[config.mk]
export PLATFORM = sky130hd
export DESIGN_NAME = slave_serial_rx_flat
export DESIGN_NICKNAME = d
export VERILOG_FILES = /design/src/rtl/slave_serial_rx_if.sv /design/src/rtl/slave_serial_rx.sv /design/src/flat_wrapper.sv
export SDC_FILE = /design/constraint.sdc
export NUM_CORES = 1
export LEC_CHECK = 0
export BUFFER_PORTS_ARGS = -buffer_cell sky130_fd_sc_hd__buf_4
export CAP_MARGIN = 40
export CORE_ASPECT_RATIO = 1.5
export CORE_UTILIZATION = 58
export DETAILED_ROUTE_END_ITERATION = 10
export PLACE_DENSITY = 0.79
export SYNTH_ARGS = -nofsm -noshare
export SYNTH_HDL_FRONTEND = slang
export SYNTH_SLANG_ARGS = --single-unit
export TNS_END_PERCENT = 100
[constraint.sdc]
create_clock -name clk -period 3.65 [get_ports clk]
set_input_delay 0.9125 -clock clk [delete_from_list [all_inputs] [get_ports clk]]
set_output_delay 0.9125 -clock clk [all_outputs]
set_load 0.005 [all_outputs]
[src/rtl/slave_serial_rx_if.sv]
// Host/loader-facing signal bundle for the slave-serial receiver.
// slave modport is the receiver side, master modport is the host/loader side.
// With SSRX_CHECKSUM_EN defined the bundle also carries checksum[7:0].
interface slave_serial_rx_if #(
  parameter int CNT_W = 16
);
  logic             enable;
  logic             bl_clk;
  logic             bl_data;
  logic [7:0]       byte_data;
  logic             byte_valid;
  logic             sync_found;
  logic             frame_err;
  logic [CNT_W-1:0] byte_count;
  logic [1:0]       state_dbg;
  logic [2:0]       bit_cnt_debug;
`ifdef SSRX_CHECKSUM_EN
  logic [7:0]       checksum;
`endif

  modport slave (
    input  enable,
    input  bl_clk,
    input  bl_data,
    output byte_data,
    output byte_valid,
    output sync_found,
    output frame_err,
    output byte_count,
    output state_dbg,
    output bit_cnt_debug
`ifdef SSRX_CHECKSUM_EN
    , output checksum
`endif
  );

  modport master (
    output enable,
    output bl_clk,
    output bl_data,
    input  byte_data,
    input  byte_valid,
    input  sync_found,
    input  frame_err,
    input  byte_count,
    input  state_dbg,
    input  bit_cnt_debug
`ifdef SSRX_CHECKSUM_EN
    , input checksum
`endif
  );
endinterface

[src/rtl/slave_serial_rx.sv]
// Oversampling slave-serial receiver: hunts for SYNC_WORD, then emits MSB-first payload bytes.
// Latency: bl_clk pin rise to byte_valid is SYNC_STAGES+2 clk cycles.
// No backpressure: byte_valid is a one-cycle strobe. Optional SSRX_CHECKSUM_EN adds an XOR checksum output.
module slave_serial_rx #(
  parameter logic [31:0] SYNC_WORD   = 32'hAA995566,
  parameter int          SYNC_STAGES = 2,
  parameter int          CNT_W       = 16,
  parameter int          TIMEOUT     = 1024
) (
  input logic              clk,
  input logic              rst,
  slave_serial_rx_if.slave bus
);
  localparam int                GAP_W     = $clog2(TIMEOUT + 1);
  localparam logic [GAP_W-1:0]  TIMEOUT_V = GAP_W'(TIMEOUT);

  typedef enum logic [1:0] {
    IDLE    = 2'b00,
    HUNT    = 2'b01,
    ALIGNED = 2'b10,
    ERROR   = 2'b11
  } state_t;

  state_t                 state_q, state_d;
  logic [SYNC_STAGES-1:0] bclk_sync, bdat_sync;
  logic                   bclk_prev, rise_q, dat_q;
  // The newest bit (dat_q) completes the 32-bit hunt window and the 8-bit byte,
  // so only the older 31 / 7 bits need storage.
  logic [30:0]            hunt_q;
  logic [6:0]             byte_sr;
  logic [2:0]             bit_cnt;
  logic [CNT_W-1:0]       byte_count_q;
  logic [7:0]             byte_data_q;
  logic                   byte_valid_q;
  logic [GAP_W-1:0]       gap_cnt;
  logic [31:0]            hunt_win;
  logic [7:0]             new_byte;
  logic                   sync_hit, gap_expired;
`ifdef SSRX_CHECKSUM_EN
  logic [7:0]             csum_q;
`endif

  assign hunt_win    = {hunt_q, dat_q};
  assign new_byte    = {byte_sr, dat_q};
  assign sync_hit    = rise_q && (hunt_win == SYNC_WORD);
  assign gap_expired = (gap_cnt >= TIMEOUT_V);

  // Synchronize bl_clk/bl_data at equal depth, then register the rising-edge pulse with its data bit.
  always_ff @(posedge clk or posedge rst) begin
    if (rst) begin
      bclk_sync <= '0;
      bdat_sync <= '0;
      bclk_prev <= 1'b0;
      rise_q    <= 1'b0;
      dat_q     <= 1'b0;
    end else begin
      bclk_sync <= {bclk_sync[SYNC_STAGES-2:0], bus.bl_clk};
      bdat_sync <= {bdat_sync[SYNC_STAGES-2:0], bus.bl_data};
      bclk_prev <= bclk_sync[SYNC_STAGES-1];
      rise_q    <= bclk_sync[SYNC_STAGES-1] & ~bclk_prev;
      dat_q     <= bdat_sync[SYNC_STAGES-1];
    end
  end

  // State register.
  always_ff @(posedge clk or posedge rst) begin
    if (rst) state_q <= IDLE;
    else     state_q <= state_d;
  end

  // Next-state: enable low dominates everything, ERROR is only left through IDLE.
  always_comb begin
    state_d = state_q;
    if (!bus.enable) begin
      state_d = IDLE;
    end else begin
      unique case (state_q)
        IDLE:    state_d = HUNT;
        HUNT:    if (sync_hit) state_d = ALIGNED;
        ALIGNED: if (gap_expired) state_d = ERROR;
        ERROR:   state_d = ERROR;
        default: state_d = IDLE;
      endcase
    end
  end

  // Shift/assemble datapath, byte strobe, saturating count and mid-byte gap counter.
  always_ff @(posedge clk or posedge rst) begin
    if (rst) begin
      hunt_q       <= '0;
      byte_sr      <= '0;
      bit_cnt      <= '0;
      byte_count_q <= '0;
      byte_data_q  <= '0;
      byte_valid_q <= 1'b0;
      gap_cnt      <= '0;
`ifdef SSRX_CHECKSUM_EN
      csum_q       <= '0;
`endif
    end else if (!bus.enable) begin
      // byte_data deliberately holds so the host can still read the last byte.
      hunt_q       <= '0;
      byte_sr      <= '0;
      bit_cnt      <= '0;
      byte_count_q <= '0;
      byte_valid_q <= 1'b0;
      gap_cnt      <= '0;
`ifdef SSRX_CHECKSUM_EN
      csum_q       <= '0;
`endif
    end else begin
      byte_valid_q <= 1'b0;
      if (state_q == ALIGNED && !rise_q && bit_cnt != 3'd0) gap_cnt <= gap_cnt + 1'b1;
      else                                                 gap_cnt <= '0;
      if (state_q == HUNT && rise_q) begin
        hunt_q  <= hunt_win[30:0];
        byte_sr <= new_byte[6:0];
        if (sync_hit) begin
          bit_cnt      <= '0;
          byte_count_q <= '0;
`ifdef SSRX_CHECKSUM_EN
          csum_q       <= '0;
`endif
        end
      end else if (state_q == ALIGNED && rise_q) begin
        hunt_q  <= hunt_win[30:0];
        byte_sr <= new_byte[6:0];
        bit_cnt <= bit_cnt + 3'd1;
        if (bit_cnt == 3'd7) begin
          byte_data_q  <= new_byte;
          byte_valid_q <= 1'b1;
          if (byte_count_q != '1) byte_count_q <= byte_count_q + 1'b1;
`ifdef SSRX_CHECKSUM_EN
          csum_q       <= csum_q ^ new_byte;
`endif
        end
      end
    end
  end

  assign bus.byte_data     = byte_data_q;
  assign bus.byte_valid    = byte_valid_q;
  assign bus.sync_found    = (state_q == ALIGNED);
  assign bus.frame_err     = (state_q == ERROR);
  assign bus.byte_count    = byte_count_q;
  assign bus.state_dbg     = state_q;
  assign bus.bit_cnt_debug = bit_cnt;
`ifdef SSRX_CHECKSUM_EN
  assign bus.checksum      = csum_q;
`endif
endmodule

[src/flat_wrapper.sv]
// flat-port wrapper written by rule: the top's interface ports become plain ports
module slave_serial_rx_flat 
#(
  parameter logic [31:0] SYNC_WORD   = 32'hAA995566,
  parameter int          SYNC_STAGES = 2,
  parameter int          CNT_W       = 16,
  parameter int          TIMEOUT     = 1024
)
  (clk, rst, bus_enable, bus_bl_clk, bus_bl_data, bus_byte_data, bus_byte_valid, bus_sync_found, bus_frame_err, bus_byte_count, bus_state_dbg, bus_bit_cnt_debug);
  slave_serial_rx_if #(.CNT_W(CNT_W)) bus_i ();
  input logic clk;
  input logic rst;
  input wire logic [$bits(bus_i.enable)-1:0] bus_enable;
  input wire logic [$bits(bus_i.bl_clk)-1:0] bus_bl_clk;
  input wire logic [$bits(bus_i.bl_data)-1:0] bus_bl_data;
  output wire logic [$bits(bus_i.byte_data)-1:0] bus_byte_data;
  output wire logic [$bits(bus_i.byte_valid)-1:0] bus_byte_valid;
  output wire logic [$bits(bus_i.sync_found)-1:0] bus_sync_found;
  output wire logic [$bits(bus_i.frame_err)-1:0] bus_frame_err;
  output wire logic [$bits(bus_i.byte_count)-1:0] bus_byte_count;
  output wire logic [$bits(bus_i.state_dbg)-1:0] bus_state_dbg;
  output wire logic [$bits(bus_i.bit_cnt_debug)-1:0] bus_bit_cnt_debug;
  assign bus_i.enable = bus_enable;
  assign bus_i.bl_clk = bus_bl_clk;
  assign bus_i.bl_data = bus_bl_data;
  assign bus_byte_data = bus_i.byte_data;
  assign bus_byte_valid = bus_i.byte_valid;
  assign bus_sync_found = bus_i.sync_found;
  assign bus_frame_err = bus_i.frame_err;
  assign bus_byte_count = bus_i.byte_count;
  assign bus_state_dbg = bus_i.state_dbg;
  assign bus_bit_cnt_debug = bus_i.bit_cnt_debug;
  slave_serial_rx #(.SYNC_WORD(SYNC_WORD), .SYNC_STAGES(SYNC_STAGES), .CNT_W(CNT_W), .TIMEOUT(TIMEOUT)) u_core (.clk(clk), .rst(rst), .bus(bus_i));
endmodule
**Word level (Yosys, flattened, before mapping)**

Index checks and enable logic that the tools add are counted.

- Output and inout bits: 32
- Logic and storage cells: 70
- Bits of input ports: 5
- Register bits after elaboration: 86

- Mux-type cells: 26
- Reductions and logical operators: 12
- Equality and inequality tests: 12
- Add/subtract/negate cells: 3
- Order comparisons: 1
- Bitwise gates (word level): 3

Operators by type and width:

| kind | count |
|---|---|
| 16-bit two-way mux | 6 |
| 31-bit two-way mux | 3 |
| 32-bit == test (second input constant) | 1 |
| 11-bit two-way mux | 2 |
| 7-bit two-way mux | 3 |
| 16-bit by 1-bit adder with 16-bit output (second input constant) | 1 |
| 16-bit != test (second input constant) | 1 |
| 3-bit two-way mux | 4 |
| 11-bit by 1-bit adder with 11-bit output (second input constant) | 1 |
| 11-bit >= comparator (second input constant) | 1 |
| 3-bit by 1-bit != test with 1-bit output (second input constant) | 3 |
| 3-bit by 2-bit != test with 1-bit output (second input constant) | 3 |
| 2-bit one-hot mux with 4 select lines | 1 |
| 4-bit AND reduction | 2 |
| 2-bit two-way mux | 3 |
| 1-bit logical AND | 5 |
| 2-bit == test (second input constant) | 2 |
| 1-bit two-way mux | 4 |
| 2-bit AND reduction | 2 |
| 3-bit by 1-bit adder with 3-bit output (second input constant) | 1 |
| 3-bit == test (second input constant) | 1 |
| 3-bit nonzero test | 1 |
| 2-bit by 1-bit == test with 1-bit output (second input constant) | 1 |
| 2-bit zero test | 1 |
| other kinds (3) | 4 |

**Depth between registers and ports, before layout**

Gate-level depths: netlist of the first run.

- Depth in word-level cells: 6
- Depth in mapped cells: 8
- Depth with buffers taken out: 7

**Worst setup path before layout of the first run**

No wires, ideal clock.

- Kind: input to register
- Start point: input port bus_enable
- End point: register u_core.byte_count_q[14] (netlist: u_core.bus.byte_count[14])
- Arrival: 2009 ps
- Stages: 6
- Slack: 1555 ps
- Cell sequence: and4b_1 nand2_2 inv_2 o21ai_0 or4_1 o211ai_1

- Longest elaborated chain between the ends: 2
- Elaborated cells between the ends (all ways): 6
- Classes of those cells: 4 x eq/ne; 1 x mux; 1 x reduce/logical

RTL lines:

| what | RTL line | source |
|---|---|---|
| start: declaration | flat_wrapper.sv:13 | `input wire logic [$bits(bus_i.enable)-1:0] bus_enable;` |
| 3-bit by 2-bit != test with 1-bit output (no source line) / 3-bit by 1-bit != test with 1-bit output (equally long branches) | -- |  |
| 4-bit AND reduction (no source line) | -- |  |
| end signal: assignment | slave_serial_rx.sv:132 | `if (byte_count_q != '1) byte_count_q <= byte_count_q + 1'b1;` |
| end: declaration | slave_serial_rx.sv:32 | `logic [CNT_W-1:0] byte_count_q;` |

Several ways; a longest one is shown, not always the timed one.
A chain may end at the register's enable or synchronous reset.

**Final worst setup path of the first run**

- Start point: register u_core.state_q[1] (netlist: u_core.bus.state_dbg[1])
- End point: output port bus_sync_found

- Longest elaborated chain between the ends: 1

RTL lines:

| what | RTL line | source |
|---|---|---|
| start: declaration | slave_serial_rx.sv:24 | `state_t state_q, state_d;` |
| start signal: assignment | slave_serial_rx.sv:68 | `else state_q <= state_d;` |
| 2-bit == test | slave_serial_rx.sv:143 | `assign bus.sync_found = (state_q == ALIGNED);` |
| end: declaration | flat_wrapper.sv:18 | `output wire logic [$bits(bus_i.sync_found)-1:0] bus_sync_found;` |

Every way passes these cells.

==> flow_metrics.tcl, run 1 <==
set metrics [dict create \
    rows 34 \
    maxSlewHeadroom_pct 48.02 \
    rr_worst_depth 5 \
    hpwl_um 4809 \
    clkPwrFrac_pct 41.0 \
    grt_pass1_wl_um 11940 \
    via_per_inst 5.854 \
    die_w_um 65.64 \
    r2r-end "u_core.bus.byte_count[1]" \
    clk_pin_slew_ps 90 \
    finClkSkew_ps 10.49 \
    wl_met3_um 276 \
    track_usage_pct 24.49 \
    nets 393 \
    wl_met2_um 3599 \
    ys_ff_latch 79 \
    cp-start-kind "flip-flop" \
    ctsHoldBuffers 0 \
    final_common_cell "nand2_1" \
    drt_iter0_markers 199 \
    p_sw_uw 392.1 \
    drive_gt1_share_pct 18.04 \
    highest-signal-layer "met4" \
    mostFrequentLayoutCells "nand2_1 (81), dfrtp_1 (79), buf_4 (37)" \
    drv_slew 0 \
    setup_slack_ps 1194 \
    fin_crit_sh_pct 67.30 \
    grt_max_degree 56 \
    fp.dieH_um 97.46 \
    n_antenna_cell 0 \
    p_comb_share_pct 3.8 \
    reg2reg_slack_ps 1540 \
    netlist_instances 349 \
    fin_setup_tns_ps 0 \
    powerDensity_nw_per_um2 397.2 \
    critPathArrivalTime_ps 1540 \
    crit_type "flip-flop to output port" \
    final_antenna_net_count 0 \
    drt-met1-wl_um 2930 \
    maxCapViolCount 0 \
    intPower_mw 1.220 \
    ctsResizeCount 0 \
    drt_wl_total_um 6971 \
    pin_count 37 \
    synthFlopType "dfrtp_1" \
    setup_violations 0 \
    yosysTopAreaCell "dfrtp_1" \
    gp_congestion 0.8502 \
    hold_class "flip-flop to flip-flop" \
    p_total_mw 1.612 \
    ys_seq_area_share_pct 56.11 \
    post-route-drc-count 0 \
    synth_edf_count 0 \
    synth_area_um2 3523 \
    cp-end-kind "output port" \
    ys_types 52 \
    dieArea_um2 6397 \
    status "completed" \
    syn_nets 359 \
    grt_pass1_vias 2623 \
    hold-worst-slack_ps 342.2 \
    routedWlPerCell_um 15.15 \
    initial_core_util_pct 60.46 \
    grt_antenna_before_repair 0 \
    ctsHtreeMaxLevel 3 \
    dp_slack_ps 942.3 \
    vdd_drop_max_v 0.0002610 \
    area_growth_syn_to_layout_pct 15.20 \
    worstMarginPinSlew_ps 778.5 \
    cts_setup_buffers 0 \
    worstReg2RegStart "u_core.hunt_q[12]" \
    avgSynthCellArea_um2 10.10 \
    min_period_ps 2456 \
    vias 2693 \
    crit_start "u_core.bus.state_dbg[1]" \
    clkLatencyLatePin_ps 360 \
    ctsLongestPathBuffers 2 \
    portBuffers 36 \
    fmax_mhz 407.1 \
    cts_tree "built" \
    async_reset_ff_share_pct 100.0 \
    numCtsBuffers 9 \
    crit_fanout 8 \
    crit_end "bus_sync_found" \
    grt_overflow 0 \
    core_region_area_um2 5828 \
    rsz0062_at_grt "false" \
    synth_warnings 0 \
    clockRootBuffer "clkbuf_8" \
    drt_first_pass_iters 4 \
    clock_sinks 79 \
    p_seq_share_pct 55.2 \
    yosys-top-cells-area "dfrtp_1 (56%), nand2_1 (8.6%), o21ai_0 (3.7%)" \
    hold_violations 0 \
    synth_top_area_share_pct 56.11 \
    leakage_nw 1.903 \
    p_sw_share_pct 24.32 \
    crit_required_ps 2740 \
]
how the worst min path moves through the flow:
| stage | start | end | slack, ps | cells after the start |
|---|---|---|---|---|
| 4_1_cts | u_core.bdat_sync[1] | u_core.dat_q | 340 | 0 |
| 5_1_grt | u_core.bdat_sync[1] | u_core.dat_q | 340 | 0 |
| 6_report | u_core.bdat_sync[1] | u_core.dat_q | 340 | 0 |
| 2_1_floorplan | u_core.bclk_sync[0] | u_core.bclk_sync[1] | 330 | 0 |
| 3_5_place_dp | u_core.bdat_sync[1] | u_core.dat_q | 340 | 0 |
| 3_3_place_gp | u_core.bdat_sync[1] | u_core.dat_q | 330 | 0 |
logic make-up (layout without fill, tap and decap cells):
group,count (synthesis),after routing,synth area share (%)
and+or+nand+nor,150,150,21.24
xor gates and xnor gates,9,9,2.237
DFF,79,79,56.11
adders and majority gates,5,5,1.776
AOI/OAI and AO/OA,78,78,14.77
buffers and inverters,25,64,2.983
muxes,3,3,0.8878
sequential cells by signal, indices dropped and copies added (netlist names), 2 cells and up:
| register | flops |
|---|---|
| u_core.bus.byte_count | 16 |
| u_core.bus.byte_data | 8 |
| u_core.bus.bit_cnt_debug | 3 |
| u_core.gap_cnt | 11 |
| u_core.hunt_q | 25 |
| u_core.byte_sr | 6 |
| u_core.bdat_sync | 2 |
| u_core.bus.state_dbg | 2 |
| u_core.bclk_sync | 2 |
metrics by stage:
step	cell area, um^2	util [%]	instances
CTS	4059	69.64	460
global route	4059	69.64	460
global placement	3855	66.14	444
detailed placement	3855	66.14	444
finish	4059	69.64	460
floorplan	3523	-	349
metal layers:
metal | vias to the layer above | track usage [%]
met5 | - | 0
met1 | 1323 | 30.89
met2 | 69 | 39.01
li1 | 1283 | -
met4 | 0 | 10.54
met3 | 18 | 6.455
area by class of cell:
cell class | count | area, um^2
Clock buffer | 9 | 123.9
Multi-Input combinational cell | 245 | 1453
Inverter | 10 | 37.54
Timing Repair Buffer | 38 | 297.8
Tap cell | 72 | 90.09
Fill cell | 439 | 1769
Sequential cell | 79 | 1977
Clock inverter | 7 | 80.08
cells in the mapped netlist (2+ instances only):
cell type	count
xor2_1	6
clkbuf_1	9
and4b_1	2
o21a_1	6
and2_1	2
mux2i_1	2
buf_2	2
buf_1	2
nor2_1	15
nand4_1	3
nor3_1	6
o211ai_1	3
nand2_1	81
and3_1	8
nand3_1	10
o21ai_0	26
a221o_1	2
a21o_1	3
nand3b_1	2
dfrtp_1	79
nand2b_1	3
and4bb_2	3
inv_1	9
a21oi_1	13
or3_4	2
a31oi_1	7
nor2b_1	3
xnor2_1	3
ha_1	5
a22o_1	10
power groups by stage:
stage,clock [mW],sequential [mW],combinational [mW]
finish,0.662,0.889,0.0614
CTS,0.680,0.889,0.0625
global placement,0,0.906,0.0611
detailed placement,0,0.907,0.0625
floorplan,0,0.904,0.0462
global route,0.714,0.890,0.0702
critical path, cell delays in order, from the launching register on:
cell and delay, ps:
dfrtp_1 460, nor2b_1 520, buf_4 210
(Power assumes the default switching activity.)
==> run 2: changes to the inputs <==
ABC_AREA = 1   (was not set)
CORE_UTILIZATION = 53   (was 58)
PLACE_DENSITY = 0.75   (was 0.79)
clock period = 2.1 ns   (was 3.65 ns; I/O delays follow)
==> run 2 against run 1 <==
Compared with the run above:
- final area grew 7.4%
- highest routed layer unchanged
- sequential cell count is the same
- non-clock buffer count grew 6
- synthesized cell count grew 32%
- worst hold slack lost 86 ps
- area after synthesis grew 8.0%
- the run now ends with DRC left
- wire length grew 12%
- clock skew shrank 1.7 ps
==> flow_metrics.tcl, run 2 <==
set metrics [dict create \
    clkPwrFrac_pct 36.2 \
    synth_area_um2 3805 \
    grt_max_degree 80 \
    synth_edf_count 0 \
    yosysTopAreaCell "dfrtp_1" \
    cp-start-kind "flip-flop" \
    grt_busiest_layer "met2" \
    yosys-top-cells-area "dfrtp_1 (52%), nand2_1 (11%), nand3_1 (6.3%)" \
    p_sw_share_pct 27.85 \
    nFillCells 567 \
    crit_required_ps 2350 \
    fin_setup_tns_ps 0 \
    cts_tree "built" \
    track_usage_pct 22.87 \
    area_growth_syn_to_layout_pct 14.53 \
    hold_violations 0 \
    cts_setup_buffers 0 \
    post-route-drc-count 4 \
    leakage_nw 2.119 \
    vias 3173 \
    ctsLongestPathBuffers 2 \
    dp_slack_ps 288.0 \
    ctsHoldBuffers 0 \
    drv_slew 0 \
    synth_top_area_share_pct 51.96 \
    drt_wl_total_um 7822 \
    synthFlopType "dfrtp_1" \
    p_seq_share_pct 50.7 \
    crit_fanout 16 \
    portBuffers 36 \
    nets 511 \
    synth_common_cells "nand2_1 (114), dfrtp_1 (79), inv_1 (56)" \
    grt_overflow 0 \
    ctsHtreeMaxLevel 3 \
    hold-worst-slack_ps 256.4 \
    avgSynthCellArea_um2 8.236 \
    p_sw_uw 886.0 \
    powerDensity_nw_per_um2 730.1 \
    core_region_area_um2 6898 \
    numCtsBuffers 9 \
    n_antenna_cell 0 \
    clockRootBuffer "clkbuf_8" \
    worstMarginPinSlew_ps 440.6 \
    vdd_drop_max_v 0.0005362 \
    clkLatencyLatePin_ps 360 \
    r2r-end "u_core.bus.byte_count[15]" \
    synth_most_common_cell "nand2_1" \
    ys_seq_area_share_pct 51.96 \
    min_period_ps 1849 \
    p_comb_share_pct 13.1 \
    use_met1_pct 28.57 \
    grtUsageMet2_pct 36.87 \
    clk_pin_slew_ps 80 \
    ys_types 29 \
    intPower_mw 2.296 \
    grt_pass1_wl_um 13250 \
    maxCapViolCount 0 \
    crit_type "flip-flop to flip-flop" \
    pin_count 37 \
    async_reset_ff_share_pct 100.0 \
    netlist_instances 462 \
    reg2reg_slack_ps 250 \
    grt_antenna_before_repair 0 \
    rr_worst_depth 11 \
    initial_core_util_pct 55.16 \
    worstReg2RegStart "u_core.bus.byte_count[0]" \
    synth_warnings 0 \
    status "finished, violations left" \
    grtUsageMet3_pct 4.398 \
    via_per_inst 5.433 \
    hold_class "input pin to asynchronous set/reset pin" \
    ctsResizeCount 0 \
    routedWlPerCell_um 13.39 \
    dieArea_um2 7529 \
    die_w_um 71.18 \
    drive_gt1_share_pct 14.82 \
    regMostFlops "u_core.hunt_q" \
    grt_pass1_vias 2943 \
    cp-end-kind "flip-flop" \
    largest_reg_flops 25 \
    critPathArrivalTime_ps 2100 \
    multi_input_area_um2 1504 \
    rows 37 \
    mostFrequentLayoutCells "nand2_1 (114), dfrtp_1 (79), inv_1 (55)" \
    final_antenna_net_count 0 \
    seq_area_um2 1977 \
    finClkSkew_ps 8.816 \
    violations "DRC" \
    rsz0062_at_grt "false" \
    gp_congestion 0.8644 \
    fp.dieH_um 105.8 \
    hpwl_um 5305 \
    crit_start "u_core.bus.byte_count[0]" \
    maxSlewHeadroom_pct 70.62 \
    clock_sinks 79 \
    ys_ff_latch 79 \
    fmax_mhz 540.7 \
    setup_slack_ps 250.6 \
    drt_first_pass_iters 11 \
    fin_crit_sh_pct 88.07 \
    drt_iter0_markers 252 \
    final_common_cell "nand2_1" \
    setup_violations 0 \
    syn_nets 472 \
]
==> run 2: power by group through the flow <==
stage	clock (mW)	sequential, mW	combinational [mW]
after detailed placement	0	1.64	0.414
after floorplan	0	1.63	0.275
after global routing	1.24	1.62	0.463
after global placement	0	1.64	0.410
final	1.15	1.61	0.416
after CTS	1.17	1.61	0.419
==> run 2: worst max-delay path by stage <==
stage,end
floorplan,u_core.bus.byte_count[1]
global placement,u_core.bus.byte_count[15]
detailed placement,u_core.bus.byte_count[15]
CTS,u_core.bus.byte_count[15]
global route,u_core.bus.byte_count[7]
finish,u_core.bus.byte_count[15]
==> run 2: through the flow <==
stage                     power [mW]  area (um^2)  utilization (%)  std cells
after floorplan                1.910         3809                -        462
after global placement         2.051         4159            60.29        568
after detailed placement       2.058         4159            60.29        568
after CTS                      3.206         4358            63.18        584
after global routing           3.324         4358            63.18        584
final                          3.182         4358            63.18        584
==> run 2: kinds of logic after synthesis <==
| group | count (synthesis) | synth area share [%] |
|---|---|---|
| AO/OA/AOI/OAI | 45 | 7.005 |
| XOR/XNOR | 5 | 1.151 |
| adder cells (fa/ha/maj) | 5 | 1.644 |
| buffers and inverters | 75 | 8.517 |
| flip-flops | 79 | 51.96 |
| AND/OR/NAND/NOR | 253 | 29.73 |
==> run 2: final cells by class <==
class	count	share of cell area (%)
Inverter	59	5.168
Clock buffer	12	3.330
Tap cell	78	2.239
Sequential cell	79	45.36
Timing Repair Buffer	44	8.154
Multi-Input combinational cell	308	34.51
Clock inverter	4	1.235
==> run 2: metal layers <==
layer | wire, um | part of all wire (%) | vias to the layer above
met5 | 0 | 0 | -
met4 | 285 | 3.6 | 0
met3 | 298 | 3.8 | 31
met2 | 3859 | 49 | 89
met1 | 3379 | 43 | 1485
li1 | - | - | 1568
==> run 2: critical path: stages (launching register included) <==
cell	delay, ps
dfrtp_1	430
ha_1	220
nand2_1	100
nor2_1	90
nand2_1	110
nor2_1	50
nand3_1	60
nand2_1	60
inv_2	200
nand3_4	240
nand2_1	120
nand2_1	50
